[config.mk]
export PLATFORM = sky130hd
export DESIGN_NAME = rf_write_arbiter
export DESIGN_NICKNAME = d
export VERILOG_FILES = /design/src/rtl/rf_write_arbiter.sv
export SDC_FILE = /design/constraint.sdc
export NUM_CORES = 1
export LEC_CHECK = 0
export ABC_AREA = 1
export BUFFER_PORTS_ARGS = -buffer_cell sky130_fd_sc_hd__clkbuf_2
export CAP_MARGIN = 10
export CORE_UTILIZATION = 42
export CTS_CLUSTER_SIZE = 14
export DETAILED_ROUTE_END_ITERATION = 12
export GPL_TIMING_DRIVEN = 1
export PLACE_DENSITY = 0.77
export SLEW_MARGIN = 15
export SYNTH_ARGS = -nofsm -noshare
export SYNTH_HDL_FRONTEND = slang
export SYNTH_SLANG_ARGS = --single-unit
[constraint.sdc]
create_clock -name clk -period 1.3 [get_ports clk]
set_input_delay 0.26 -clock clk [delete_from_list [all_inputs] [get_ports clk]]
set_output_delay 0.26 -clock clk [all_outputs]
set_load 0.1 [all_outputs]
[src/rtl/rf_write_arbiter.sv]
// Register-file write-port sequencer and arbiter.
// After reset it sweeps zero into every register, then shares the single write port between
// the load unit (req0) and the ALU (req1) with valid/ready handshakes. The write is registered,
// so an accepted request reaches the register file one cycle later.
// Optional feature: define RF_ARB_RR_EN to replace fixed req0>req1 priority with round-robin.
module rf_write_arbiter #(
  parameter int unsigned XLEN    = 32,
  parameter int unsigned NREGS   = 32,
  parameter int unsigned STALL_W = 16,
  localparam int unsigned AW     = $clog2(NREGS)
) (
  input  logic               clk,
  input  logic               rst,
  input  logic               req0_valid,
  input  logic [AW-1:0]      req0_rd,
  input  logic [XLEN-1:0]    req0_data,
  output logic               req0_ready,
  input  logic               req1_valid,
  input  logic [AW-1:0]      req1_rd,
  input  logic [XLEN-1:0]    req1_data,
  output logic               req1_ready,
  output logic               rf_reg_write,
  output logic [AW-1:0]      rf_rd,
  output logic [XLEN-1:0]    rf_write_data,
  output logic               busy,
  output logic [STALL_W-1:0] stall_cnt
);

  typedef enum logic [0:0] {StClear, StRun} state_e;

  localparam logic [AW-1:0]      IdxOne   = AW'(1);
  localparam logic [AW-1:0]      IdxLast  = AW'(NREGS - 1);
  localparam logic [STALL_W-1:0] StallOne = STALL_W'(1);
  localparam logic [STALL_W-1:0] StallMax = '1;

  state_e              state_q, state_d;
  logic [AW-1:0]       clr_idx_q, clr_idx_d;
  logic [STALL_W-1:0]  stall_q, stall_d;
  logic                we_q, we_d;
  logic [AW-1:0]       rd_q, rd_d;
  logic [XLEN-1:0]     data_q, data_d;
  logic                grant0, grant1;
  logic                xfer0, xfer1;
  logic                stalled;

`ifdef RF_ARB_RR_EN
  // Index of the requester granted on the most recent transfer.
  logic last_grant_q, last_grant_d;
`endif

  // Grant selection from the current valids; nothing is granted during the sweep.
  always_comb begin
    grant0 = 1'b0;
    grant1 = 1'b0;
    if (state_q == StRun) begin
`ifdef RF_ARB_RR_EN
      if (req0_valid && req1_valid) begin
        // On conflict favour whoever did not win last time.
        grant0 = last_grant_q;
        grant1 = ~last_grant_q;
      end else begin
        grant0 = req0_valid;
        grant1 = req1_valid;
      end
`else
      grant0 = req0_valid;
      grant1 = req1_valid & ~req0_valid;
`endif
    end
  end

  assign req0_ready = grant0;
  assign req1_ready = grant1;
  assign xfer0      = req0_valid & req0_ready;
  assign xfer1      = req1_valid & req1_ready;
  assign stalled    = (req0_valid & ~req0_ready) | (req1_valid & ~req1_ready);

  // Next-state: sweep sequencing, write-port register and stall counter.
  always_comb begin
    state_d   = state_q;
    clr_idx_d = clr_idx_q;
    stall_d   = stall_q;
    we_d      = 1'b0;
    rd_d      = rd_q;
    data_d    = data_q;
`ifdef RF_ARB_RR_EN
    last_grant_d = last_grant_q;
`endif
    unique case (state_q)
      StClear: begin
        we_d      = 1'b1;
        rd_d      = clr_idx_q;
        data_d    = '0;
        clr_idx_d = clr_idx_q + IdxOne;
        if (clr_idx_q == IdxLast) begin
          clr_idx_d = '0;
          state_d   = StRun;
        end
      end
      StRun: begin
        if (xfer0) begin
          // Writes to x0 are consumed but never reach the register file.
          we_d   = (req0_rd != '0);
          rd_d   = req0_rd;
          data_d = req0_data;
        end else if (xfer1) begin
          we_d   = (req1_rd != '0);
          rd_d   = req1_rd;
          data_d = req1_data;
        end
`ifdef RF_ARB_RR_EN
        if (xfer0) begin
          last_grant_d = 1'b0;
        end else if (xfer1) begin
          last_grant_d = 1'b1;
        end
`endif
        if (stalled && (stall_q != StallMax)) begin
          stall_d = stall_q + StallOne;
        end
      end
      default: state_d = StClear;
    endcase
  end

  // State registers; reset also discards any request accepted in the same cycle.
  always_ff @(posedge clk) begin
    if (rst) begin
      state_q   <= StClear;
      clr_idx_q <= '0;
      stall_q   <= '0;
      we_q      <= 1'b0;
      rd_q      <= '0;
      data_q    <= '0;
`ifdef RF_ARB_RR_EN
      last_grant_q <= 1'b1;
`endif
    end else begin
      state_q   <= state_d;
      clr_idx_q <= clr_idx_d;
      stall_q   <= stall_d;
      we_q      <= we_d;
      rd_q      <= rd_d;
      data_q    <= data_d;
`ifdef RF_ARB_RR_EN
      last_grant_q <= last_grant_d;
`endif
    end
  end

  assign rf_reg_write  = we_q;
  assign rf_rd         = rd_q;
  assign rf_write_data = data_q;
  assign busy          = (state_q == StClear);
  assign stall_cnt     = stall_q;

endmodule

==> metrics.yaml <==
power:
  power_w: 0.00431
  p_per_area_mw_per_mm2: 705
  p_leak_nw: 2.47
  ir_drop_uv: 690
critical_path:
  crit_fanout: 2
  critical_path_required_ns: 1.57
  crit_slowest_cell: "dfxtp_2"
  critical_path_arrival_ns: 1.89
  crit_type: "flip-flop to flip-flop"
  timing.rr.start: "clr_idx_q[1]"
  ff2ff_setup_slack_ns: -0.32
  slowest_delay_ns: 0.37
  crit_chain: "ha_4, inv_2, nor3_2, ha_2, inv_2, buf_4, buf_4, a21oi_1"
  rr_worst_depth: 8
  path_buf_inv: 4
  critPathLaunchType: "flip-flop"
  end_kind: "flip-flop"
  crit_start: "clr_idx_q[1]"
  rr_endpoint: "state_q"
  path_depth: 8
  critPathTopFamily: "adder cells"
run:
  cap_violations: 0
final_layout:
  nets: 675
  n_antenna_cell: 0
  drive_gt1_share_pct: 66.6
  syn2layout_area_growth_pct: 120
  mostFrequentLayoutCell: "clkbuf_2"
  layout_common_cells: "clkbuf_2 (77), nand2_1 (64), buf_12 (64), buf_4 (50), o21ai_2 (34)"
place:
  numPortBuffers: 134
  place.gp.congestion: 0.857
  dp_hpwl_um: 7120
detailed_routing:
  wl_met1_um: 5800
  wire_per_inst_um: 27.9
  first_pass_iters: 6
  wl_met3_um: 2360
  vias: 4571
  vias_per_cell: 6.76
  first_iter_violations: 538
  highest_layer: "met4"
  drt_wl_total_um: 18800
  drt.antenna.violating_nets: 0
  met2WireLength_um: 8420
  drc: 0
logic_synthesis:
  synth.distinct_cells: 24
  netlist_area_sq_mm: 0.00278
  syn_avg_cell_area_sq_um: 7.10
  syn_inst: 391
  yosys_warnings: 0
  synth.net_count: 472
  yosysSeqAreaShare_pct: 43.3
  synth_seq_cells: 60
sta:
  final.setup.tns_ns: -9.15
  skew_ns: 0.00998
  fin_crit_sh_pct: 125
  slew_viol_final: 0
  period_needed_ns: 1.62
  hold_viol: 0
  rsz0062_at_grt: "yes"
  tightest_slew_ns: 0.475
  max_freq_mhz: 617
  final-setup-viol-count: 71
  setup_slack_ns: -0.321
  slew_headroom_pct: 68.4
grt:
  grt_max_degree: 29
  grt_overflow_total: 0
  grt_pass1_vias: 3893
  antenna_found_initial: 0
  grt_pass1_wl_um: 19600
  grt_usage_pct: 35.8
status:
  status: "finished with violations"
  violations: "negative setup slack"
die:
  die_h_um: 83.3
  start_util_pct: 43.7
  row_count: 29
  die_area_sq_mm: 0.00694
  die_x_um: 83.3
  coreArea_sq_mm: 0.00635
  ios: 135
clocking:
  numCtsBuffers: 9
  clock-sinks: 60
  cts.clk_slew.worst_paths_ns: 0.08
  root_buffer: "clkbuf_8"
  cts_tree: "built"
  clk_path_buf_depth: 2
  clock_latency_ns: 0.36
  htree_levels: 3
min_path:
  hp-class: "input pin to flip-flop"
  holdPathEnd: "rf_write_data[19]"
  hold_depth: 3
  min_from: "req0_data[19]"
worst max path at each step:
stage                     slack (ns)           end
after detailed placement       -0.23  clr_idx_q[0]
after global placement        0.0003  stall_cnt[4]
after floorplan                -0.27  rf_reg_write
final                          -0.32       state_q
after CTS                      -0.17    req1_ready
after global routing           -0.55       state_q
state kept, by name, summed over array words and instances (netlist names):
register       flops
state_q            1
rf_rd              5
stall_cnt         16
rf_write_data     32
rf_reg_write       1
clr_idx_q          5
cells by family (layout without fill, tap and decap cells):
group	Yosys count	in the layout	synth area share, %
fa+ha+maj	3	3	1.35
simple gates	154	157	24.2
buf+inv	40	245	6.49
compound gates	133	133	24.3
xor+xnor	1	1	0.316
flops	60	60	43.3
per-layer routing:
layer  GRT usage, %  up-vias
li1               -     1739
met1           39.4     2030
met2           62.7      558
met3           8.45      244
met4           20.7        0
met5              0        -
synth_stat cells:
cell	count	share of area (%)
nand2_1	81	11
buf_6	2	0.81
nor3_1	8	1.4
nor2_4	3	1.2
nand3_1	17	3.1
inv_2	2	0.27
clkbuf_1	10	1.4
buf_2	12	2.2
a21oi_1	50	9.0
inv_1	14	1.9
nand2_4	2	0.81
nor2_1	34	4.6
a31oi_1	5	1.1
o21ai_0	46	8.3
o21ai_1	31	5.6
nand4_1	1	0.23
and3_1	1	0.23
nand2_2	4	0.90
nor2_2	2	0.45
ha_1	3	1.4
nand3_2	1	0.36
xor2_1	1	0.32
a41oi_1	1	0.32
dfxtp_1	60	43
power by group:
part / leakage [nW] / internal, W / switching (W) / total, W
Clock: 0.114 / 0.00112 / 0.000874 / 0.00199
Combinational: 1.85 / 0.000197 / 0.000288 / 0.000485
Sequential: 0.507 / 0.00182 / 0.0000172 / 0.00184
Total: 2.47 / 0.00313 / 0.00118 / 0.00431
area by class of cell:
| class | count | area [sq um] |
|---|---|---|
| clock inverter | 3 | 40.0 |
| inverter | 16 | 67.6 |
| fill | 125 | 229 |
| sequential | 60 | 1280 |
| timing repair buffer | 213 | 2370 |
| clock buffer | 13 | 181 |
| tap | 77 | 96.3 |
| multi-input combinational | 294 | 2080 |
through the flow:
step	hold slack, ns	cells	area, sq um	setup slack [ns]	util [%]
5_1_grt	0.120	676	6120	-0.548	96.4
3_3_place_gp	0.483	620	4780	0.000262	75.3
2_1_floorplan	0.319	391	2930	-0.267	-
4_1_cts	0.131	651	5350	-0.174	84.2
3_5_place_dp	0.486	620	4780	-0.226	75.3
6_report	0.116	676	6120	-0.321	96.4
worst register-to-register path, cell delays in order (launching register included):
cell and delay [ns]:
dfxtp_2 0.37, ha_4 0.15, inv_2 0.05, nor3_2 0.18
ha_2 0.27, inv_2 0.07, buf_4 0.13, buf_4 0.12
a21oi_1 0.18
timing repair:
item	in CTS	in global routing
gates cloned	4	5
setup buffers	11	22
hold buffers	0	0
gates resized for setup	65	136
setup endpoints to repair	37	63
pin swaps	28	33
No activity file was read; power rests on OpenSTA's default activity.
